File: config.mk
export PLATFORM = sky130hd
export DESIGN_NAME = traffic_phase_controller
export DESIGN_NICKNAME = d
export VERILOG_FILES = /design/src/rtl/traffic_pkg.sv /design/src/rtl/traffic_phase_controller_sec_timer.sv /design/src/rtl/traffic_phase_controller.sv
export SDC_FILE = /design/constraint.sdc
export NUM_CORES = 1
export LEC_CHECK = 0
export BUFFER_PORTS_ARGS = -buffer_cell sky130_fd_sc_hd__buf_2
export CAP_MARGIN = 15
export CORE_MARGIN = 4
export CORE_UTILIZATION = 54
export CTS_CLUSTER_DIAMETER = 200
export DETAILED_ROUTE_END_ITERATION = 8
export PLACE_DENSITY = 0.79
export SYNTH_ARGS = -nofsm -noshare
export SYNTH_HDL_FRONTEND = slang
export SYNTH_SLANG_ARGS = --single-unit
File: constraint.sdc
create_clock -name clock -period 3.2 [get_ports clock]
set_input_delay 0.16 -clock clock [delete_from_list [all_inputs] [get_ports clock]]
set_output_delay 0.16 -clock clock [all_outputs]
set_load 0.01 [all_outputs]
File: src/rtl/traffic_pkg.sv
// Shared types and lamp encodings for the traffic phase controller.
// Latency: n/a (declarations only).
// Backpressure: n/a.
package traffic_pkg;

  typedef enum logic [2:0] {
    ST_ALL_RED   = 3'd0,
    ST_GREEN     = 3'd1,
    ST_YELLOW    = 3'd2,
    ST_EM_YELLOW = 3'd3,
    ST_EM_ALLRED = 3'd4,
    ST_EM_GREEN  = 3'd5
  } state_t;

  // Vehicle nibble is {green, left, yellow, red}; pedestrian pair is {walk, stop}.
  localparam logic [3:0] LAMP_RED = 4'b0001;
  localparam logic [3:0] LAMP_YEL = 4'b0010;
  localparam logic [3:0] LAMP_GO  = 4'b1100;
  localparam logic [1:0] PED_STOP = 2'b01;
  localparam logic [1:0] PED_WALK = 2'b10;

endpackage

File: src/rtl/traffic_phase_controller_sec_timer.sv
// Seconds timer: prescaler producing a 1 s tick plus an 8-bit seconds down-counter.
// Latency: load takes effect on the next clock; tick/half_tick/expire are combinational.
// Backpressure: none; load always wins over counting.
// Ports: clock, reset (async active-low), load/load_val (restart with a new
//        seconds value), tick (last prescaler cycle), half_tick (middle of the
//        second), expire (tick while count==1), count (seconds remaining).
module sec_timer #(
  parameter int         TICK_DIV = 1000,
  parameter logic [7:0] INIT_VAL = 8'd2
) (
  input  logic       clock,
  input  logic       reset,
  input  logic       load,
  input  logic [7:0] load_val,
  output logic       tick,
  output logic       half_tick,
  output logic       expire,
  output logic [7:0] count
);

  localparam int PW = (TICK_DIV > 1) ? $clog2(TICK_DIV) : 1;
  localparam logic [PW-1:0] LAST = PW'(TICK_DIV - 1);
  localparam logic [PW-1:0] HALF = PW'((TICK_DIV >= 2) ? (TICK_DIV / 2 - 1) : 0);

  logic [PW-1:0] presc;

  assign tick      = (presc == LAST);
  assign half_tick = (presc == HALF);
  assign expire    = tick && (count == 8'd1);

  always_ff @(posedge clock or negedge reset) begin
    if (!reset) begin
      presc <= '0;
      count <= INIT_VAL;
    end else if (load) begin
      presc <= '0;
      count <= load_val;
    end else begin
      presc <= tick ? '0 : presc + 1'b1;
      // A zero count is the untimed hold; it must not wrap.
      if (tick && (count != 8'd0)) begin
        count <= count - 8'd1;
      end
    end
  end

endmodule

File: src/rtl/traffic_phase_controller.sv
// N-direction round-robin traffic controller with latched pedestrian requests and emergency pre-emption.
// Latency: emergency input acts 3 clocks after it rises (2-flop sync + decision); timed states last T*TICK_DIV clocks.
// Backpressure: none; inputs are sampled every clock, outputs decode the current state.
// Ports: clock, reset (async active-low), emergent_control (async level),
//        emergency_dir, ped_req[N_DIR], vehicle_signal[4*N_DIR],
//        pedestrian_signal[2*N_DIR], cur_phase, time_left (seconds).
module traffic_phase_controller
  import traffic_pkg::*;
#(
  parameter int N_DIR       = 4,
  parameter int TICK_DIV    = 1000,
  parameter int GREEN_T     = 20,
  parameter int YELLOW_T    = 3,
  parameter int ALLRED_T    = 2,
  parameter int PED_CLEAR_T = 5
) (
  input  logic                     clock,
  input  logic                     reset,
  input  logic                     emergent_control,
  input  logic [$clog2(N_DIR)-1:0] emergency_dir,
  input  logic [N_DIR-1:0]         ped_req,
  output logic [4*N_DIR-1:0]       vehicle_signal,
  output logic [2*N_DIR-1:0]       pedestrian_signal,
  output logic [$clog2(N_DIR)-1:0] cur_phase,
  output logic [7:0]               time_left
);

  localparam int PW = $clog2(N_DIR);
  localparam logic [7:0]    GREEN_V  = 8'(GREEN_T);
  localparam logic [7:0]    YELLOW_V = 8'(YELLOW_T);
  localparam logic [7:0]    ALLRED_V = 8'(ALLRED_T);
  localparam logic [7:0]    PED_V    = 8'(PED_CLEAR_T);
  localparam logic [PW-1:0] LAST_PH  = PW'(N_DIR - 1);

  state_t        state, state_nxt;
  logic [PW-1:0] phase, phase_nxt;
  logic [PW-1:0] em_dir, em_dir_nxt;
  logic          em_meta, em_s;
  logic [N_DIR-1:0] ped_latch, ped_clr;
  logic          walk_active, flash, green_entry;
  logic          load, tick, half_tick, expire;
  logic [7:0]    load_val, count;

  sec_timer #(.TICK_DIV(TICK_DIV), .INIT_VAL(ALLRED_V)) u_timer (
    .clock     (clock),
    .reset     (reset),
    .load      (load),
    .load_val  (load_val),
    .tick      (tick),
    .half_tick (half_tick),
    .expire    (expire),
    .count     (count)
  );

  // State register
  always_ff @(posedge clock or negedge reset) begin
    if (!reset) begin
      state  <= ST_ALL_RED;
      phase  <= '0;
      em_dir <= '0;
    end else begin
      state  <= state_nxt;
      phase  <= phase_nxt;
      em_dir <= em_dir_nxt;
    end
  end

  // Next state; every state change reloads the seconds timer.
  always_comb begin
    state_nxt  = state;
    phase_nxt  = phase;
    em_dir_nxt = em_dir;
    load       = 1'b0;
    load_val   = 8'd0;
    unique case (state)
      ST_ALL_RED: if (expire) begin
        load = 1'b1;
        if (em_s) begin
          state_nxt  = ST_EM_GREEN;
          em_dir_nxt = emergency_dir;
          phase_nxt  = emergency_dir;
        end else begin
          state_nxt = ST_GREEN;
          load_val  = GREEN_V;
        end
      end
      ST_GREEN: begin
        // Emergency is checked first so it beats a coincident expiry.
        if (em_s) begin
          load       = 1'b1;
          em_dir_nxt = emergency_dir;
          if (emergency_dir == phase) begin
            state_nxt = ST_EM_GREEN;
          end else begin
            state_nxt = ST_EM_YELLOW;
            load_val  = YELLOW_V;
          end
        end else if (expire) begin
          load      = 1'b1;
          state_nxt = ST_YELLOW;
          load_val  = YELLOW_V;
        end
      end
      ST_YELLOW: if (expire) begin
        load      = 1'b1;
        state_nxt = ST_ALL_RED;
        load_val  = ALLRED_V;
        // cur_phase already names the upcoming direction during all-red.
        phase_nxt = (phase == LAST_PH) ? '0 : phase + 1'b1;
      end
      ST_EM_YELLOW: if (expire) begin
        load      = 1'b1;
        state_nxt = ST_EM_ALLRED;
        load_val  = ALLRED_V;
      end
      ST_EM_ALLRED: if (expire) begin
        load      = 1'b1;
        state_nxt = ST_EM_GREEN;
        phase_nxt = em_dir;
      end
      ST_EM_GREEN: if (!em_s) begin
        load      = 1'b1;
        state_nxt = ST_YELLOW;
        load_val  = YELLOW_V;
      end
      default: begin
        load      = 1'b1;
        state_nxt = ST_ALL_RED;
        load_val  = ALLRED_V;
      end
    endcase
  end

  assign green_entry = (state == ST_ALL_RED) && (state_nxt == ST_GREEN);
  assign ped_clr     = green_entry ? (N_DIR'(1) << phase_nxt) : '0;

  // Emergency sync, pedestrian latches, walk grant and walk flash phase.
  always_ff @(posedge clock or negedge reset) begin
    if (!reset) begin
      em_meta     <= 1'b0;
      em_s        <= 1'b0;
      ped_latch   <= '0;
      walk_active <= 1'b0;
      flash       <= 1'b1;
    end else begin
      em_meta   <= emergent_control;
      em_s      <= em_meta;
      // A press in the entry cycle itself is kept for the next visit.
      ped_latch <= (ped_latch & ~ped_clr) | ped_req;
      if (green_entry) begin
        walk_active <= ped_latch[phase_nxt];
      end else if (state_nxt != ST_GREEN) begin
        walk_active <= 1'b0;
      end
      // Flash is high for the first half of every second of the state.
      if (load) begin
        flash <= 1'b1;
      end else if (tick || half_tick) begin
        flash <= ~flash;
      end
    end
  end

  // Outputs
  always_comb begin
    for (int d = 0; d < N_DIR; d++) begin
      vehicle_signal[4*d +: 4]    = LAMP_RED;
      pedestrian_signal[2*d +: 2] = PED_STOP;
    end
    unique case (state)
      ST_GREEN, ST_EM_GREEN:   vehicle_signal[4*int'(phase) +: 4] = LAMP_GO;
      ST_YELLOW, ST_EM_YELLOW: vehicle_signal[4*int'(phase) +: 4] = LAMP_YEL;
      default: ;
    endcase
    if ((state == ST_GREEN) && walk_active) begin
      pedestrian_signal[2*int'(phase) +: 2] = (count > PED_V) ? PED_WALK : {flash, 1'b0};
    end
  end

  assign cur_phase = phase;
  assign time_left = count;

endmodule
# --- Word level (Yosys, flattened, before mapping) ---
# Index checks and enable logic that the tools add are counted.
word_totals:
  register_bits: 33
  out_inout_bits: 34
classes:
  add_sub_neg: 5
  n_reduce_logical: 15
  muxes: 45
  shifts: 6
  bitwise: 12
  n_lt_le_gt_ge: 2
  n_eq_ne: 13
ops:
  columns: ["operator", "count"]
  rows:
  - ["4-bit by 33-bit indexed part select with 16-bit output, first input constant", 2]
  - ["8-bit one-hot mux with 5 select lines", 1]
  - ["3-bit negation with 33-bit output", 1]
  - ["4-bit negation with 33-bit output", 1]
  - ["2-bit by 33-bit variable shift with 8-bit output, first input constant", 1]
  - ["4-bit by 33-bit variable shift with 16-bit output, first input constant", 1]
  - ["2-bit by 33-bit indexed part select with 8-bit output", 1]
  - ["8-bit 2-to-1 mux", 4]
  - ["16-bit one-hot mux with 2 select lines", 1]
  - ["3-bit 2-to-1 mux", 9]
  - ["12-bit bitwise AND", 2]
  - ["2-bit 2-to-1 mux", 12]
  - ["10-bit 2-to-1 mux", 2]
  - ["3-bit one-hot mux with 6 select lines", 1]
  - ["4-bit OR", 4]
  - ["4-bit inverter", 3]
  - ["10-bit by 1-bit adder with 10-bit output, second input constant", 1]
  - ["10-bit equality test, second input constant", 1]
  - ["10-bit by 9-bit equality test with 1-bit output, second input constant", 1]
  - ["5-bit 2-to-1 mux", 2]
  - ["4-bit bitwise AND", 2]
  - ["8-bit by 1-bit equality test with 1-bit output, second input constant", 1]
  - ["8-bit by 3-bit greater-than comparator with 1-bit output, second input constant", 1]
  - ["1-bit 2-to-1 mux", 8]
  - ["25 further kinds", 35]

# --- Longest topological paths before layout ---
# Gate-level depths: netlist (run 1).
logic_depth:
  word_depth: 11
  mapped_depth: 9
  mapped_depth_nobuf: 8

# --- By module ---
# Synthesis (run 1) repeated with hierarchy kept, for this count alone.
hier_totals:
  cells_unflattened: 262
  hier_area_um2: 2344.7
modules_own_cells:
  columns: ["mod", "cells_per_inst", "instances", "area_per_inst_um2", "seq_area_each_um2"]
  rows:
  - ["traffic_phase_controller", 148, 1, 1286.2, 376.6]
  - ["sec_timer", 114, 1, 1058.5, 451.7]

# --- Worst setup path after synthesis (run 1) ---
# Ideal clock, no wire load.
synth_path:
  kind: "register to register"
  start: "register u_timer.presc[0]"
  end: "register walk_active"
  setup_time_ns: 0.124
  stages_incl_launch_ff: 9
  n_path_buf: 1
  setup_slack_ns: 0.850
  arrival_time_ns: 2.226
  synth_period_minus_slack_ns: 2.350
  path_cell_list: "dfrtp_1 ha_1 inv_1 or4_4 buf_6 nor4_4 nor2_2 mux2_4 a211o_1"
synth_between:
  elab_chain_len: 8
  word_cells_on_any_way: 20
  classes_between: "eq/ne: 3; mux: 14; reduce/logical: 3"
synth_rtl:
  columns: ["item", "line_no", "source"]
  rows:
  - ["start, declared", "traffic_phase_controller_sec_timer.sv:25", "logic [PW-1:0] presc;"]
  - ["start signal, assigned", "traffic_phase_controller_sec_timer.sv:39", "presc <= tick ? '0 : presc + 1'b1;"]
  - ["10-bit equality test *", "traffic_phase_controller_sec_timer.sv:27", "assign tick = (presc == LAST);"]
  - ["1-bit logical AND *", "traffic_phase_controller_sec_timer.sv:29", "assign expire = tick && (count == 8'd1);"]
  - ["3-bit 2-to-1 mux", "traffic_phase_controller.sv:98", "end else if (expire) begin"]
  - ["3-bit 2-to-1 mux", "traffic_phase_controller.sv:89", "if (em_s) begin"]
  - ["3-bit one-hot mux with 6 select lines", "traffic_phase_controller.sv:75", "unique case (state)"]
  - ["3-bit by 1-bit equality test with 1-bit output", "traffic_phase_controller.sv:134", "assign green_entry = (state == ST_ALL_RED) && (state_nxt == ST_GREEN);"]
  - ["1-bit logical AND", "traffic_phase_controller.sv:134", null]
  - ["1-bit 2-to-1 mux or 2-bit nonzero test (tied branches)", null, null]
  - ["end signal, assigned", "traffic_phase_controller.sv:151", "walk_active <= ped_latch[phase_nxt];"]
  - ["end, declared", "traffic_phase_controller.sv:40", "logic walk_active, flash, green_entry;"]
# Mark *: on every way between the ends. The rest lies on a longest branch, timed or not. The select of a mux whose other input is x is not followed.
# A chain may end at the register's enable or synchronous reset.

# --- Worst setup path after layout (run 1) ---
layout_path:
  start: "register phase[0] (netlist: cur_phase[0])"
  end: "register walk_active"
layout_between:
  elab_chain_len: 7
  word_cells_on_any_way: 19
  classes_between: "add/sub: 1; eq/ne: 4; mux: 12; reduce/logical: 2"
layout_rtl:
  columns: ["item", "line_no", "source"]
  rows:
  - ["start, declared", "traffic_phase_controller.sv:36", "logic [PW-1:0] phase, phase_nxt;"]
  - ["start signal, assigned", "traffic_phase_controller.sv:63", "phase <= phase_nxt;"]
  - ["2-bit by 1-bit adder with 2-bit output (tied with other cells)", "traffic_phase_controller.sv:109", "phase_nxt = (phase == LAST_PH) ? '0 : phase + 1'b1;"]
  - ["2-bit 2-to-1 mux or 3-bit 2-to-1 mux (tied branches)", "traffic_phase_controller.sv:109, traffic_phase_controller.sv:92", null]
  - ["2-bit 2-to-1 mux or 3-bit 2-to-1 mux (tied branches)", "traffic_phase_controller.sv:104, traffic_phase_controller.sv:89", null]
  - ["2-bit one-hot mux with 3 select lines or 3-bit one-hot mux with 6 select lines (tied branches)", "traffic_phase_controller.sv:75", null]
  - ["1-bit binary-select mux with 2-bit select or 3-bit by 1-bit equality test with 1-bit output (tied branches)", "traffic_phase_controller.sv:151, traffic_phase_controller.sv:134", null]
  - ["1-bit 2-to-1 mux (not written as such) or 1-bit logical AND (tied branches)", "traffic_phase_controller.sv:151, traffic_phase_controller.sv:134", null]
  - ["1-bit 2-to-1 mux or 2-bit nonzero test (tied branches)", null, null]
# Parallel ways exist; a longest one is shown, timed or not. The select of a mux whose other input is x is not followed.

==> results_dict.tcl, run 1 <==
set metrics [dict create \
    rr_endpoint "walk_active" \
    grt_pass1_wl_um 7680 \
    fmax_ghz 0.388 \
    ctsResizeCount 0 \
    whs_endpoint "ped_latch[3]" \
    synth_area_um2 2050 \
    n_antenna_cell 0 \
    relSlewSlack_pct 52.3 \
    core_area_um2 3660 \
    wirelength_um 4420 \
    cp_max_fo 8 \
    avgSynthCellArea_um2 9.12 \
    cp-end-kind "register" \
    layout_common_cells "buf_2, dfrtp_1, nor2_1" \
    seq_area_um2 828 \
    vdd_drop_max_uv 268 \
    leakage_uw 0.00113 \
    hpwl_um 3270 \
    cts_buffers 5 \
    drive_gt1_share_pct 23.2 \
    ys_types 50 \
    multiInputGateArea_um2 1110 \
    die-area_um2 4850 \
    min_period_over_period_pct 80.6 \
    yosysTopAreaCell "dfrtp_1" \
    drcViolationCount 0 \
    cts.path.max_buffers 2 \
    p_per_area_nw_per_um2 314 \
    synthTopCellsByArea "dfrtp_1, nor2_1, ha_1, xnor2_1, and2_1" \
    cell_internal_pwr_uw 584 \
    path_clk_slew_ns 0.06 \
    synth_top_cell_area_share_pct 37.8 \
    synth_cells 225 \
    syn_to_final_growth_pct 15.6 \
    yosysSeqAreaShare_pct 40.4 \
    io_pins 43 \
    cp-start-kind "register" \
    rows 22 \
    maxCapViolations 0 \
    dr.pass1.iters 4 \
    n_fill_cell 310 \
    hold_viol 0 \
    insertion_delay_ns 0.29 \
    grt_pass1_vias 1690 \
    r2r_cells 7 \
    layout_commonest_cell "buf_2" \
    hold_path.startpoint "ped_req[3]" \
    start_util_pct 56.0 \
    worstMarginPinSlew_ns 0.716 \
    swShare_pct 21.6 \
    antenna_found_initial 0 \
    post-cts-setup-buffers 0 \
    hold_class "primary input to register" \
    finish.net_count 283 \
    routed_via_density 5.57 \
    grt_usage_pct 19.5 \
    synth_edf_count 0 \
    vias 1755 \
    hold_path_depth 2 \
    cts_root_buf "clkbuf_8" \
    synth_seq_cells 33 \
    htree_levels 2 \
    p_sw_uw 161 \
    seq_power_share_pct 56.8 \
    fin_worst_hold_slack_ns 0.0568 \
    critPathRequiredTime_ns 3.37 \
    power_frac_comb_pct 3.1 \
    arrival_ns 2.75 \
    io_buffers 42 \
    reg2reg_from "cur_phase[0]" \
    r2r_setup_slack_ns 0.62 \
    skew_ns 0.00929 \
    grt_max_degree 34 \
    antenna_left 0 \
    cts_tree "yes" \
    drv_slew 0 \
    synthFlopType "dfrtp_1" \
    drtIter0Drc 132 \
    post-route-min-period_ns 2.58 \
    status "finished, final reports clean" \
    die_w_um 69.6 \
    setup_tns_ns 0 \
    place.gp.congestion 0.843 \
    yosysWarnings 0 \
    path_class "register to register" \
    synthesis.nets 242 \
    finalSetupViolCount 0 \
    grt_setup_unrepaired "no" \
    dieHeight_um 69.6 \
    synthArstFlopShare_pct 100 \
    clock-sinks 33 \
    pwr-share-clk_pct 40.0 \
    wl_per_cell_um 14.0 \
    overflow 0 \
]
==> worst max-delay path, stage by stage (launching register included) <==
cell	delay, ns
dfrtp_1	0.50
inv_1	0.14
ha_1	0.38
a222oi_1	0.60
nor4_4	0.08
nor2_2	0.19
mux2_4	0.31
a211o_1	0.28
==> repair_timing <==
item / in CTS / in global routing
endpoints found under the setup margin: 0 / 0
hold buffers: 2 / 0
hold endpoints to repair: 32 / 0
==> cells in the mapped netlist (all sizes together), types with 4 or more instances <==
cell type and count:
dfrtp 31, nor2 28, nand2 18, and2 11, inv 11, nand3 10, xnor2 9, buf 8
ha 8, nor3 7, xor2 7, a31oi 6, o21ai 6, o22ai 6, clkbuf 5, nor2b 5
a21oi 4, nor4 4
==> state kept, by name, summed over array words and instances, names as in the netlist <==
register and flops:
em_s 1, ped_latch 4, state 3, em_meta 1, walk_active 1, flash 1, u_timer.presc 10, em_dir 2
cur_phase 2, u_timer.count 8
==> power groups by stage <==
| stage | Sequential, µW | Clock, µW | Combinational, µW |
|---|---|---|---|
| after floorplan | 429 | 0 | 8.77 |
| after global placement | 431 | 0 | 21.7 |
| after detailed placement | 431 | 0 | 22.2 |
| after CTS | 423 | 307 | 24.0 |
| after global routing | 423 | 326 | 27.5 |
| final | 423 | 298 | 23.3 |
==> stage by stage <==
stage	utilization, %	cells	power (µW)	setup slack, ns	cell area (µm²)
3_5_place_dp	62.1	305	453	0.628	2270
5_1_grt	64.8	315	776	0.411	2370
6_report	64.8	315	745	0.622	2370
2_1_floorplan	-	225	437	0.850	2050
4_1_cts	64.8	315	754	0.623	2370
3_3_place_gp	62.1	305	452	0.664	2270
==> area by class of cell <==
| type | instances | share of cell area (%) |
|---|---|---|
| Timing Repair Buffer | 47 | 10.7 |
| Clock buffer | 8 | 3.38 |
| Sequential cell | 33 | 34.9 |
| Inverter | 11 | 1.74 |
| Tap cell | 48 | 2.53 |
| Multi-Input combinational cell | 168 | 46.8 |
==> layer usage <==
metal  GRT usage, %  vias up  routed length, µm  part of all wire, %
met5              0        -                  0                    0
met4           8.09        0                 78                  1.8
met3           5.36        7                300                  6.8
met2           32.6       66               2080                   47
met1           23.5      813               1960                   44
li1               -      869                  -                    -
==> kinds of logic after synthesis <==
kind of cell    share of synthesized area [%]
xor+xnor                                 6.83
fa+ha+maj                                4.88
mux                                      1.83
simple gates                             26.6
compound gates                           14.0
flops                                    40.4
buf+inv                                  5.55
==> worst max-delay path by stage <==
| stage | cells past startpoint | startpoint | endpoint | slack [ns] |
|---|---|---|---|---|
| 2_1_floorplan | 8 | u_timer.presc[0] | walk_active | 0.85 |
| 3_3_place_gp | 7 | cur_phase[0] | walk_active | 0.66 |
| 3_5_place_dp | 7 | cur_phase[0] | walk_active | 0.63 |
| 4_1_cts | 7 | cur_phase[0] | walk_active | 0.62 |
| 5_1_grt | 6 | u_timer.count[6] | pedestrian_signal[7] | 0.41 |
| 6_report | 7 | cur_phase[0] | walk_active | 0.62 |
No activity file was read; power rests on OpenSTA's default activity.
==> inputs of run 2 (changes only) <==
--- a/config.mk
+++ b/config.mk
@@ -5,13 +5,14 @@
 export SDC_FILE = /design/constraint.sdc
 export NUM_CORES = 1
 export LEC_CHECK = 0
+export ABC_AREA = 1
 export BUFFER_PORTS_ARGS = -buffer_cell sky130_fd_sc_hd__buf_2
 export CAP_MARGIN = 15
 export CORE_MARGIN = 4
-export CORE_UTILIZATION = 54
+export CORE_UTILIZATION = 56
 export CTS_CLUSTER_DIAMETER = 200
 export DETAILED_ROUTE_END_ITERATION = 8
-export PLACE_DENSITY = 0.79
+export PLACE_DENSITY = 0.8
 export SYNTH_ARGS = -nofsm -noshare
 export SYNTH_HDL_FRONTEND = slang
 export SYNTH_SLANG_ARGS = --single-unit
==> constraint.sdc (replaced) <==
create_clock -name clock -period 2.6 [get_ports clock]
set_input_delay 0.13 -clock clock [delete_from_list [all_inputs] [get_ports clock]]
set_output_delay 0.13 -clock clock [all_outputs]
set_load 0.01 [all_outputs]
==> results_dict.tcl, run 2 <==
set metrics [dict create \
    htree_levels 2 \
    cell_internal_pwr_uw 839 \
    cts.path.max_buffers 2 \
    worstMarginPinSlew_ns 0.733 \
    synthFlopType "dfrtp_1" \
    grt_setup_unrepaired "no" \
    finish.net_count 360 \
    synth_common_cells "nand2_1, nor2_1, inv_1" \
    skew_ns 0.0134 \
    power_frac_comb_pct 2.5 \
    pre_cts_slack_ns 0.513 \
    maxCapViolations 0 \
    fmax_ghz 0.458 \
    drv_slew 0 \
    finalSetupViolCount 0 \
    min_period_over_period_pct 84.0 \
    yosysTopAreaCell "dfrtp_1" \
    setup_tns_ns 0 \
    grt_pass1_wl_um 9060 \
    layout_setup_ws_ns 0.417 \
    insertion_delay_ns 0.29 \
    place.gp.congestion 0.880 \
    ys_types 39 \
    grt_pass1_vias 2048 \
    vias 2084 \
    antenna_left 0 \
    dr.pass1.iters 4 \
    vdd_drop_max_uv 279 \
    cts_root_buf "clkbuf_8" \
    fin_worst_hold_slack_ns 0.0252 \
    path_class "register to primary output" \
    drcViolationCount 0 \
    path_clk_slew_ns 0.08 \
    grt_usage_pct 21.9 \
    synthArstFlopShare_pct 100 \
    synth_area_um2 2280 \
    yosysWarnings 0 \
    synthTopCellsByArea "dfrtp_1, nand2_1, nor2_1, inv_1, ha_1" \
    relSlewSlack_pct 51.1 \
    largest-register "u_timer.presc" \
    synth_cells 299 \
    synth_seq_cells 33 \
    wl_per_cell_um 13.2 \
    rows 22 \
    dieHeight_um 71.8 \
    synthesis.nets 316 \
    cp-start-kind "register" \
    synth_top_cell_area_share_pct 34.0 \
    cp_max_fo 5 \
    pwr-share-clk_pct 48.3 \
    n_fill_cell 317 \
    io_buffers 42 \
    yosysSeqAreaShare_pct 36.3 \
    critPathRequiredTime_ns 2.47 \
    hold_viol 0 \
    core_area_um2 3800 \
    hold_class "primary input to register" \
    hpwl_um 3850 \
    power.total_uw 1050 \
    cp-end-kind "primary output" \
    drtIter0Drc 136 \
    grt_max_degree 34 \
    seq_power_share_pct 49.2 \
    swShare_pct 20.4 \
    p_per_area_nw_per_um2 399 \
    p_sw_uw 215 \
    cts_buffers 5 \
    avgSynthCellArea_um2 7.63 \
    synth_most_common_cell "nand2_1" \
    drive_gt1_share_pct 25.3 \
    leakage_uw 0.00141 \
    die-area_um2 5160 \
    largest_reg_flops 10 \
    routed_via_density 5.32 \
    layout_commonest_cell "nand2_1" \
    overflow 0 \
    post-route-min-period_ns 2.18 \
    reg_top3 "u_timer.presc (10), u_timer.count (8), ped_latch (4)" \
    die_w_um 71.8 \
    syn_to_final_growth_pct 16.0 \
    synth_edf_count 0 \
    status "finished, final reports clean" \
    cts_tree "yes" \
    post-cts-setup-buffers 0 \
    io_pins 43 \
    fin_cells 392 \
    layout_common_cells "nand2_1, buf_2, nor2_1" \
    clock-sinks 33 \
    arrival_ns 2.05 \
    ctsResizeCount 0 \
    wirelength_um 5160 \
    antenna_found_initial 0 \
    n_antenna_cell 0 \
    start_util_pct 60.0 \
    numPlacedInstances 382 \
]
[run 2: cell count changes in the layout (fill, tap and decap cells not counted), moves of 6 or more]
| cell | change |
|---|---|
| xnor2_1 | -6 |
| nor2_1 | +14 |
| a21oi_1 | +9 |
| nand3_1 | +8 |
| nand2_1 | +41 |
| inv_1 | +29 |
| o22ai_1 | -6 |
| nand2_2 | +8 |
| and2_1 | -11 |
| nor2_4 | +6 |
[run 2: layout make-up]
class,instances,area [µm²],area share (%)
Tap cell,48,60.1,2.27
Timing Repair Buffer,45,238,8.99
Sequential cell,33,828,31.3
Inverter,44,170,6.43
Clock buffer,7,86.3,3.26
Clock inverter,1,30.0,1.14
Multi-Input combinational cell,214,1230,46.6
[run 2: power groups by stage]
stage / Clock, µW / Sequential, µW / Combinational, µW
3_5_place_dp: 0 / 528 / 25.4
2_1_floorplan: 0 / 528 / 7.28
4_1_cts: 509 / 519 / 27.7
3_3_place_gp: 0 / 528 / 25.0
6_report: 509 / 519 / 26.8
5_1_grt: 538 / 519 / 32.3
[run 2: worst paths after layout]
check                                  endpoint  slack [ns]        startpoint  cells after the start
setup reg to reg               u_timer.presc[3]        0.48  u_timer.count[1]                     11
setup / recovery           pedestrian_signal[3]        0.42  u_timer.count[1]                      8
max in group asynchronous             em_dir[0]        1.69             reset                      2
hold reg to reg                            em_s        0.35           em_meta                      0
min in group asynchronous      u_timer.presc[1]        0.43             reset                      2
hold / removal                     ped_latch[1]        0.03        ped_req[1]                      2
[run 2: what timing repair did]
| item | in CTS | in global routing |
|---|---|---|
| hold endpoints to repair | 32 | 0 |
| setup endpoints to repair | 0 | 0 |
| hold buffers | 2 | 0 |
[run 2: cell families (layout without fill, tap and decap cells)]
family / after synthesis / after routing / synth area share [%]
compound gates: 36 / 36 / 9.93
mux: 2 / 2 / 0.987
xor+xnor: 8 / 8 / 3.07
simple gates: 160 / 160 / 35.7
buf+inv: 52 / 97 / 9.65
fa+ha+maj: 8 / 8 / 4.39
flops: 33 / 33 / 36.3
[run 2: stage by stage]
stage          utilization [%]  cell area (µm²)
2_1_floorplan                -             2280
3_3_place_gp              66.0             2510
3_5_place_dp              66.0             2510
4_1_cts                   69.6             2650
5_1_grt                   69.6             2650
6_report                  69.6             2650
[run 2: routing by layer]
layer / track usage [%] / vias up / wire [µm]
met1: 29.3 / 965 / 2280
met2: 35.6 / 69 / 2470
met3: 3.79 / 8 / 348
met5: 0 / - / 0
li1: - / 1042 / -
met4: 7.93 / 0 / 62
[run 2: worst max-delay path, stage by stage (launching register included)]
cell,delay [ns]
dfstp_2,0.59
inv_1,0.10
ha_1,0.25
nor3_1,0.19
nor4_1,0.09
nor2_1,0.14
nand2_1,0.09
nor3_1,0.15
buf_2,0.16
==> inputs of run 3 (changes only) <==
--- a/config.mk
+++ b/config.mk
@@ -5,14 +5,14 @@
 export SDC_FILE = /design/constraint.sdc
 export NUM_CORES = 1
 export LEC_CHECK = 0
-export ABC_AREA = 1
+export ABC_AREA = 0
 export BUFFER_PORTS_ARGS = -buffer_cell sky130_fd_sc_hd__buf_2
 export CAP_MARGIN = 15
 export CORE_MARGIN = 4
-export CORE_UTILIZATION = 56
+export CORE_UTILIZATION = 54
 export CTS_CLUSTER_DIAMETER = 200
 export DETAILED_ROUTE_END_ITERATION = 8
-export PLACE_DENSITY = 0.8
+export PLACE_DENSITY = 0.79
 export SYNTH_ARGS = -nofsm -noshare
 export SYNTH_HDL_FRONTEND = slang
 export SYNTH_SLANG_ARGS = --single-unit
==> constraint.sdc (replaced) <==
create_clock -name clock -period 2.2 [get_ports clock]
set_input_delay 0.11 -clock clock [delete_from_list [all_inputs] [get_ports clock]]
set_output_delay 0.11 -clock clock [all_outputs]
set_load 0.01 [all_outputs]
==> results_dict.tcl, run 3 (synthesis gave the netlist of run 1 again) <==
set metrics [dict create \
    drtIter0Drc 170 \
    finish.net_count 324 \
    cts.path.max_buffers 2 \
    drv_slew 0 \
    place_area_um2 2490 \
    grt_max_degree 34 \
    min_period_over_period_pct 101 \
    fin_cells 356 \
    p_per_area_nw_per_um2 469 \
    largest-register "u_timer.presc" \
    place.gp.congestion 0.854 \
    reg_top3 "u_timer.presc (10), u_timer.count (8), ped_latch (4)" \
    drcViolationCount 0 \
    overflow 0 \
    relSlewSlack_pct 50.5 \
    hold_class "primary input to register" \
    swShare_pct 20.1 \
    start_util_pct 56.0 \
    r2r_setup_slack_ns 0 \
    finalSetupViolCount 1 \
    layout_setup_ws_ns -0.0118 \
    cell_internal_pwr_uw 1080 \
    violations "hold timing, setup timing" \
    cp-start-kind "register" \
    n_antenna_cell 0 \
    core_area_um2 3660 \
    vdd_drop_max_uv 507 \
    r2r_cells 7 \
    numPlacedInstances 332 \
    cts_root_buf "clkbuf_8" \
    fmax_ghz 0.452 \
    cp-end-kind "primary output" \
    path_clk_slew_ns 0.07 \
    cp_max_fo 3 \
    arrival_ns 2.10 \
    hold_viol 1 \
    pwr-share-clk_pct 51.3 \
    power.total_uw 1350 \
    drive_gt1_share_pct 42.2 \
    rows 22 \
    wl_per_cell_um 16.1 \
    post-route-min-period_ns 2.21 \
    leakage_uw 0.00137 \
    worstMarginPinSlew_ns 0.743 \
    htree_levels 2 \
    wirelength_um 5720 \
    clock-sinks 33 \
    die-area_um2 4850 \
    insertion_delay_ns 0.30 \
    syn_to_final_growth_pct 40.5 \
    grt_setup_unrepaired "yes" \
    hold_path_depth 2 \
    die_w_um 69.6 \
    dieHeight_um 69.6 \
    grt_usage_pct 22.6 \
    io_pins 43 \
    final_cell_area_um2 2880 \
    antenna_left 0 \
    skew_ns 0.00724 \
    seq_power_share_pct 45.3 \
    critPathRequiredTime_ns 2.09 \
    grt_pass1_vias 1910 \
    layout_common_cells "buf_2, buf_4, dfrtp_1" \
    vias 1993 \
    cts_tree "yes" \
    routed_via_density 5.60 \
    grt_pass1_wl_um 8900 \
    status "complete, but fails checks" \
    fin_worst_hold_slack_ns -0.00164 \
    p_sw_uw 272 \
    path_class "register to primary output" \
    cts_buffers 5 \
    hpwl_um 3690 \
    io_buffers 42 \
    largest_reg_flops 10 \
    antenna_found_initial 0 \
    dr.pass1.iters 4 \
    power_frac_comb_pct 3.5 \
    maxCapViolations 0 \
]
==> run 3: cell type report <==
type / instances / area (µm²)
repair buffers: 88 / 566
well taps: 48 / 60.1
clock buffers: 5 / 68.8
flip-flops and latches: 33 / 832
fillers: 234 / 777
multi-input cells: 168 / 1250
clock inverters: 3 / 65.1
inverters: 11 / 41.3
==> run 3: stage by stage <==
| step | util, % | worst slack, ns | setup TNS [ns] | hold slack [ns] |
|---|---|---|---|---|
| detailed placement | 68.0 | 0.00731 | 0 | 0.210 |
| CTS | 74.7 | -0.0158 | -0.0158 | 0.0101 |
| global route | 78.8 | -0.0894 | -0.335 | 0.0172 |
| global placement | 68.0 | 0.0665 | 0 | 0.213 |
| finish | 78.8 | -0.0118 | -0.0118 | -0.00164 |
| floorplan | - | -0.0449 | -0.0449 | -0.186 |
==> run 3: timing repair <==
action | in CTS | in global routing
setup buffers | 3 | 9
hold buffers | 4 | 0
endpoints found under the setup margin | 3 | 12
cloned | 0 | 0
endpoints found under the hold margin | 34 | 0
gates resized for setup | 11 | 18
pin swaps | 4 | 10
==> run 3: power groups by stage <==
stage / Clock (µW) / Combinational, µW / Sequential (µW)
4_1_cts: 691 / 45.1 / 612
5_1_grt: 730 / 51.8 / 612
3_5_place_dp: 0 / 39.6 / 624
3_3_place_gp: 0 / 39.2 / 623
2_1_floorplan: 0 / 12.9 / 624
6_report: 693 / 46.7 / 612
==> run 3: worst paths after layout <==
path                                       start              endpoint
worst min register to register           em_meta                  em_s
max in group asynchronous                  reset          cur_phase[0]
worst max-delay path            u_timer.count[1]  pedestrian_signal[7]
min in group asynchronous                  reset              state[2]
worst max register to register  u_timer.count[7]           walk_active
worst min-delay path                  ped_req[1]          ped_latch[1]
==> run 3: per-layer routing <==
metal	share of wire, %	track usage [%]	vias to the layer above
met2	51	38.7	68
met1	42	28.8	967
li1	-	-	947
met3	5.7	4.20	11
met5	0	0	-
met4	1.7	7.45	0
==> run 3: worst max-delay path: stages, from the launching register on <==
cell and delay [ns]:
dfstp_2 0.54, inv_2 0.06, ha_4 0.16, nand2b_4 0.14
o21ai_4 0.15, o31ai_4 0.08, or3_4 0.36, nor3b_2 0.17
buf_2 0.15
